===== config.mk =====
export PLATFORM = sky130hd
export DESIGN_NAME = axis_split
export DESIGN_NICKNAME = d
export VERILOG_FILES = /design/src/rtl/axis_split.sv
export SDC_FILE = /design/constraint.sdc
export NUM_CORES = 1
export LEC_CHECK = 0
export ABC_AREA = 1
export BUFFER_PORTS_ARGS = -buffer_cell sky130_fd_sc_hd__buf_2
export CAP_MARGIN = 20
export CORE_ASPECT_RATIO = 1.25
export CORE_UTILIZATION = 44
export DETAILED_ROUTE_END_ITERATION = 12
export PLACE_DENSITY = 0.72
export SLEW_MARGIN = 10
export SYNTH_ARGS = -nofsm -noshare
export SYNTH_HDL_FRONTEND = slang
export SYNTH_SLANG_ARGS = --single-unit

===== constraint.sdc =====
create_clock -name clk -period 1.3 [get_ports clk]
set_input_delay 0 -clock clk [delete_from_list [all_inputs] [get_ports clk]]
set_output_delay 0 -clock clk [all_outputs]
set_load 0.02 [all_outputs]

===== src/rtl/axis_split.sv =====
// rtl/axis_split.sv - wide-to-narrow AXI-Stream serializer, LSB slice first
module axis_split #(
    parameter int WIDTH = 8,
    parameter int SPLIT = 2
) (
    input  logic                     clk,
    input  logic                     rst,
    input  logic [SPLIT*WIDTH-1:0]   s_rx_tdata,
    input  logic                     s_rx_tvalid,
    input  logic                     s_rx_tlast,
    output logic                     s_rx_tready,
    output logic [WIDTH-1:0]         m_tx_tdata,
    output logic                     m_tx_tvalid,
    output logic                     m_tx_tlast,
    input  logic                     m_tx_tready
);

    localparam int IW = (SPLIT > 1) ? $clog2(SPLIT) : 1;
    localparam logic [IW-1:0] LAST_IDX = IW'(SPLIT - 1);

    logic [SPLIT*WIDTH-1:0] data_r;
    logic                   last_r;
    logic                   valid_r;
    logic [IW-1:0]          idx;
    logic                   on_last;
    logic                   load;
    logic                   beat_done;

    assign on_last     = (idx == LAST_IDX);
    // A new word may enter in the same cycle the final beat of the current one drains.
    assign s_rx_tready = !rst && (!valid_r || (m_tx_tready && on_last));
    assign load        = s_rx_tvalid && s_rx_tready;
    assign beat_done   = valid_r && m_tx_tready;

    always_ff @(posedge clk) begin
        if (rst) begin
            valid_r <= 1'b0;
            idx     <= '0;
            last_r  <= 1'b0;
        end else if (load) begin
            valid_r <= 1'b1;
            idx     <= '0;
            last_r  <= s_rx_tlast;
        end else if (beat_done) begin
            if (on_last) begin
                valid_r <= 1'b0;
                idx     <= '0;
            end else begin
                idx <= idx + 1'b1;
            end
        end
    end

    // The hold register needs no reset: its contents are only observed behind valid_r.
    always_ff @(posedge clk) begin
        if (load) begin
            data_r <= s_rx_tdata;
        end
    end

    generate
        if (SPLIT == 1) begin : g_single
            assign m_tx_tdata = data_r;
        end else begin : g_multi
            logic [WIDTH-1:0] beats [SPLIT];
            for (genvar k = 0; k < SPLIT; k++) begin : g_beat
                assign beats[k] = data_r[WIDTH*k +: WIDTH];
            end
            assign m_tx_tdata = beats[idx];
        end
    endgenerate

    assign m_tx_tvalid = valid_r;
    assign m_tx_tlast  = last_r && on_last;

endmodule


## Yosys cells after proc, flatten, opt, wreduce, memory -nomap -nowiden

Cells that the tools add are included.

- Add/subtract/negate cells: 1
- Magnitude comparators: 1
- Multiplexer cells: 7
- Bitwise operators: 1
- Reductions and logical operators: 12

Operator list:

| operator | count |
|---|---|
| $mux W8 | 3 |
| $logic_and A1 B1 Y1 | 5 |
| $mux W1 | 4 |
| $reduce_bool A2 Y1 | 2 |
| $ge A2 B2 Y1 const B | 1 |
| $logic_not A1 Y1 | 2 |
| $not A1 Y2 | 1 |
| $reduce_and A2 Y1 | 1 |
| $reduce_or A2 Y1 | 1 |
| $add A1 B1 Y1 const B | 1 |
| $logic_or A1 B1 Y1 | 1 |

- Bits in registers: 19
- Input port bits: 21
- Logic and storage cells: 26

## Depth between registers and ports, before layout

Gate-level depths: netlist of run 1.

- Depth after elaboration: 6
- Depth in mapped cells: 5
- Gate-level depth less buffers: 5

## Least setup slack after synthesis of run 1

Ideal clock, no wire load.

- Path type: register -> register
- Start: register idx
- End: register data_r[0] (enable)
- Setup time: 0.330 ns
- Data arrival time: 0.795 ns
- Data required time: 0.970 ns
- Path slack: 0.176 ns
- Stages on the path, launching flop included: 5
- Buffers on the path: 0
- Period minus slack after synthesis: 1.124 ns
- Cells stage by stage: dfxtp_1 > nand2_1 > nand2_2 > nand3_2 > inv_2

- Longest elaborated chain between the ends: 4

Ends and longest elaborated chain:

| what | RTL line | text |
|---|---|---|
| start: declaration | 24 | `logic [IW-1:0] idx;` |
| start signal: assignment | 49 | `idx <= idx + 1'b1;` |
| $logic_and A1 B1 Y1 | 31 | `assign s_rx_tready = !rst && (!valid_r \|\| (m_tx_tready && on_last));` |
| $logic_or A1 B1 Y1 | 31 |  |
| $logic_and A1 B1 Y1 | 31 |  |
| $logic_and A1 B1 Y1 | 32 | `assign load = s_rx_tvalid && s_rx_tready;` |
| named net load | 26 | `logic load;` |
| end signal: assignment | 57 | `data_r <= s_rx_tdata;` |
| end: declaration | 21 | `logic [SPLIT*WIDTH-1:0] data_r;` |

The timed path passes the listed nets, and every way through them passes these cells.
A chain may end at the register's enable or synchronous reset.

## Worst setup path after layout of run 1

- Start: register idx
- End: register valid_r (netlist: m_tx_tvalid)

- Longest elaborated chain between the ends: 6
- Elaborated cells between the ends (all ways): 8
- Classes of those cells: mux (1); reduce/logical (7)

Ends and longest elaborated chain:

| what | RTL line | text |
|---|---|---|
| $logic_and A1 B1 Y1 | 31 |  |
| $logic_or A1 B1 Y1 | 31 |  |
| $logic_and A1 B1 Y1 | 31 |  |
| $logic_and A1 B1 Y1 | 32 |  |
| $reduce_bool A2 Y1 (no source line) | n/a |  |
| $reduce_and A2 Y1 (no source line) | n/a |  |
| end signal: assignment | 37 | `valid_r <= 1'b0;` |
| end signal: assignment | 41 | `valid_r <= 1'b1;` |
| end signal: assignment | 46 | `valid_r <= 1'b0;` |
| end: declaration | 23 | `logic valid_r;` |

Parallel ways exist; a longest one is shown, timed or not.

==> impl_metrics.ini, run 1 <==
[run_status]
status = completed

[job]
cap_violations = 0

[cts]
cts_made_buffers = 3
clk_latency_ns = 0.29
cts_setup_buffers = 0
cts_buffer_depth = 2
clockRootBuffer = clkbuf_4
clk_pin_slew_ns = 0.10
cts.sinks = 19
cts_tree = built
htreeDepth = 1

[grt]
grt_pass1_vias = 621
grt_max_degree = 18
top_usage_layer = met2
gr-usage-met2_pct = 42.3
antenna_found_initial = 0
grt_use_total_pct = 20.8
grt_first_pass_wirelength_um = 2540
met3_usage_pct = 4.19
overflow = 0
use_met1_pct = 20.4

[cells_and_area]
antenna_cells = 0
drive_gt1_share_pct = 35.8
synthToLayoutAreaGrowth_pct = 53.6
multi_input_area_um2 = 161
final.fill_count = 110
seqCellArea_um2 = 543
layout_common_cells = nand2_1, buf_2, dlygate4sd3_1, edfxtp_1, inv_1
fin_util_pct = 72.8
fin_nets = 142
stdcell_area_mm2 = 0.00114
fin_cells = 138

[synth]
synth_area_leaders = edfxtp_1, nand2_1, dfxtp_1
synth_top_area_share_pct = 65.0
synth.mux.area_fraction_pct = 0
synthesis.area_um2 = 739
yosysWarningCount = 0
synthesis.nets = 87
synth_top_family_by_area = simple AND/OR/NAND/NOR gates
synth_xor_area_share_pct = 0
ys_ff_latch = 19
ys_types = 12
synthAdderAreaFrac_pct = 0
synth_cells = 66
syn_avg_cell_area_um2 = 11.2
seq_area_frac_synth_pct = 73.1
yosysTopAreaCell = edfxtp_1
yosys.area_share.simple_pct = 21.2
synth-compound-area-share_pct = 0.677

[worst_setup_path]
endpoint_kind = register
slowest_stage = dlygate4sd3_1
crit_arrival_ns = 1.40
path_cells = nand2_1 > nand2_2 > a21oi_1 > dlygate4sd3_1
required_ns = 1.48
critPathMaxStageDelay_ns = 0.55
crit_buf_inv = 1
cp-start-kind = register
crit_fanout = 4
worstSetupPathType = register to register
cp_top_family = buffers and inverters

[detailed_routing]
wire_per_inst_um = 11.8
drc_errors = 0
routed_wl_um = 1630
routed_via_density = 4.71
dr.first_iter.drc_count = 14
firstDrtPassIters = 4
ant_nets = 0
vias = 650

[hold_path]
holdCritPathClass = input port to register

[sta]
slew_headroom_pct = 78.0
rsz0062_at_grt = no
finClkSkew_ns = 0.00284
finalHoldViolations = 0
timing.fmax_ghz = 0.821
setup_viol = 0
worst_slew_pin_slew_ns = 0.330
min_period_over_period_pct = 93.7
setup_tns_ns = 0
slew_violations = 0
fin_crit_ns = 1.22
setup_ws_ns = 0.0815

[placement]
pre_cts_ws_ns = 0.158
dp_hpwl_um = 798
place_congestion = 0.673
place_area_um2 = 913
dp.cells = 115
io_buffers = 31

[floorplanning]
io_pins = 32
fp.dieArea_mm2 = 0.00185
die_w_um = 38.7
rows = 16
core_area_mm2 = 0.00156
initial_utilization_pct = 47.4
dieHeight_um = 47.8

[pwr]
power_density_mw_per_mm2 = 1040
total_leakage_power_nw = 0.540
ir_drop_uv = 768
[flip-flops by register name, indices dropped and copies added (netlist names)]
signal / count
last_r: 1
m_tx_tvalid: 1
idx: 1
data_r: 16
[cell usage after synthesis]
cell      instances
nand2_1          31
buf_6             1
nand3_2           1
nand2_2           1
nand3_1           2
edfxtp_1         16
dfxtp_1           3
inv_1             5
a21oi_1           1
inv_2             2
nand4_1           1
nor2_1            2
[tightest hold or removal path, stage by stage]
cell     delay, ns
buf_2         0.12
nand4_1       0.08
nand2_1       0.06
[power breakdown]
| group | leakage [nW] | total [mW] | switching (mW) | internal (mW) |
|---|---|---|---|---|
| Sequential | 0.174 | 0.701 | 0.00975 | 0.691 |
| Clock | 0.0177 | 0.280 | 0.166 | 0.114 |
| Combinational | 0.348 | 0.199 | 0.105 | 0.0939 |
| Total | 0.540 | 1.18 | 0.281 | 0.900 |
[metal layers]
metal | part of all wire, % | vias up
li1 | - | 320
met1 | 34 | 305
met2 | 60 | 23
met3 | 4.8 | 2
met4 | 1.0 | 0
met5 | 0 | -
[repair_timing]
| action | CTS | global route |
|---|---|---|
| setup endpoints to repair | 0 | 5 |
| endpoints found under the hold margin | 18 | 0 |
| hold buffers | 20 | 0 |
| resized for setup | 0 | 4 |
[path summary, 6_finish.rpt]
path	cells past startpoint	to	slack [ns]	from
max	4	m_tx_tvalid	0.08	idx
min	3	last_r	0.02	s_rx_tvalid
max reg2reg	4	m_tx_tvalid	0.08	idx
min reg2reg	4	last_r	0.56	last_r
[final cells by class]
cell class / count / share of cell area [%]
timing repair buffer: 51 / 31.1
inverter: 7 / 2.53
clock inverter: 1 / 0.441
multi-input combinational: 39 / 14.2
tap: 18 / 1.98
clock buffer: 3 / 1.98
sequential: 19 / 47.8
[cells by family after synthesis]
group / after synthesis
compound gates: 1
buf+inv: 8
flops: 19
simple gates: 38
[stage by stage]
step | hold slack (ns) | total power, mW
2_1_floorplan | 0.0691 | 0.797
3_5_place_dp | 0.178 | 0.860
4_1_cts | 0.0225 | 1.18
5_1_grt | 0.0682 | 1.23
3_3_place_gp | 0.177 | 0.857
6_report | 0.0214 | 1.18
No activity file was read; power rests on OpenSTA's default activity.
==> inputs of run 2 (changes only) <==
==> constraint.sdc (replaced) <==
create_clock -name clk -period 1.4 [get_ports clk]
set_input_delay 0 -clock clk [delete_from_list [all_inputs] [get_ports clk]]
set_output_delay 0 -clock clk [all_outputs]
set_load 0.02 [all_outputs]
==> run 2 against run 1 <==
Design area up 0.44%. Via count up 2.9%. Critical endpoint is now last_r. Hold slack better by 0.033 ns.
==> impl_metrics.ini, run 2 (synthesized netlist as in run 1, its figures left out) <==
[run_status]
status = completed

[cts]
cts_buffer_depth = 2
cts_setup_buffers = 0
clockRootBuffer = clkbuf_4
clk_pin_slew_ns = 0.10
cts.sinks = 19
htreeDepth = 1
cts_made_buffers = 3
cts_tree = built
clk_latency_ns = 0.29

[worst_setup_path]
cp_top_family = buffers and inverters
reg2reg_to = last_r
crit_path_frequent_cell = dlygate4sd3_1
worstSetupPathType = input port to register
slowest_stage = dlygate4sd3_1
reg2reg_depth = 4
crit_fanout = 4
critPathMaxStageDelay_ns = 0.57
path_cells = dlygate4sd3_1 > buf_2 > inv_1 > nand4_1 > dlygate4sd3_1 > nand2_1
rrSetupSlack_ns = 0.11
endpoint_kind = register
crit_arrival_ns = 1.58
reg2reg_from = m_tx_tvalid
crit_buf_inv = 4
required_ns = 1.64
cp-start-kind = input port

[sta]
fin_crit_ns = 1.35
holdWs_ns = 0.0539
setup_viol = 0
slew_violations = 0
min_period_over_period_pct = 96.3
worst_slew_pin_slew_ns = 0.333
setup_tns_ns = 0
timing.fmax_ghz = 0.742
slew_headroom_pct = 77.8
finalHoldViolations = 0
finClkSkew_ns = 0.00633
rsz0062_at_grt = no

[cells_and_area]
largest_reg_flops = 16
synthToLayoutAreaGrowth_pct = 54.3
drive_gt1_share_pct = 33.1
antenna_cells = 0
stdcell_area_mm2 = 0.00114
layout_common_cells = nand2_1, buf_2, dlygate4sd3_1, edfxtp_1, inv_1
largest-register = data_r
fin_nets = 143

[detailed_routing]
wire_per_inst_um = 12.1
routed_wl_um = 1680
ant_nets = 0
firstDrtPassIters = 5
dr.first_iter.drc_count = 10
drc_errors = 0
vias = 669
routed_via_density = 4.81

[grt]
antenna_found_initial = 0
grt_max_degree = 18
overflow = 0
grt_pass1_vias = 621
grt_use_total_pct = 20.8
grt_first_pass_wirelength_um = 2540

[floorplanning]
die_w_um = 38.7
core_area_mm2 = 0.00156
io_pins = 32
initial_utilization_pct = 47.4
rows = 16
fp.dieArea_mm2 = 0.00185
dieHeight_um = 47.8

[pwr]
total_leakage_power_nw = 0.541
power_density_mw_per_mm2 = 968
ir_drop_uv = 692

[hold_path]
holdCritStartpoint = s_rx_tvalid
hold_end = last_r
min_delay_path_depth = 4
holdCritPathClass = input port to register

[job]
cap_violations = 0

[placement]
place_area_um2 = 913
io_buffers = 31
dp_hpwl_um = 798
place_congestion = 0.673
==> run 2: cell types whose count changed in the layout (fill, tap and decap cells not counted), sizes merged <==
cell         change
dlygate4sd3      +1
==> run 2: repair_timing <==
item                      4_1_cts  5_1_grt
hold endpoints to repair       18        0
gates resized for setup         0        0
hold buffers                   20        0
==> run 2: through the flow <==
stage	utilization, %	total power, mW	setup slack, ns	std cells
after floorplan	-	0.740	0.276	66
after global placement	58.5	0.796	0.271	115
after detailed placement	58.5	0.798	0.258	115
after CTS	73.1	1.10	0.141	139
after global routing	73.1	1.15	0.0290	139
final	73.1	1.10	0.0520	139
==> run 2: metal layers <==
metal / global-route usage (%) / part of all wire, % / routed length, µm
met1: 20.4 / 35 / 593
met3: 4.19 / 5.2 / 87
met4: 6.21 / 1.4 / 23
met5: 0 / 0 / 0
met2: 42.3 / 58 / 974
==> run 2: report_power, final <==
group	leakage (nW)	internal, mW	switching (mW)
clock network	0.0177	0.106	0.162
registers	0.173	0.641	0.00897
logic	0.350	0.0882	0.0976
total	0.541	0.836	0.268
==> run 2: cell type report <==
cell class,count,area (µm²)
sequential,19,541
fill,113,420
timing repair buffer,52,363
multi-input combinational,39,161
inverter,7,26.3
clock buffer,3,22.5
tap,18,22.5
clock inverter,1,5.00
==> run 2: how the worst max path moves through the flow <==
stage	startpoint	end	slack, ns	depth (start not counted)
detailed placement	idx	data_r[6]	0.26	4
global placement	idx	data_r[6]	0.27	4
CTS	m_tx_tvalid	last_r	0.14	4
floorplan	idx	data_r[0]	0.28	4
global route	rst	last_r	0.03	6
finish	rst	last_r	0.05	6
==> run 2: worst reg2reg max path: stages, from the launching register on <==
cell and delay (ns):
dfxtp_1 0.39, nand2_2 0.10, nand4_1 0.08, dlygate4sd3_1 0.56
nand2_1 0.06
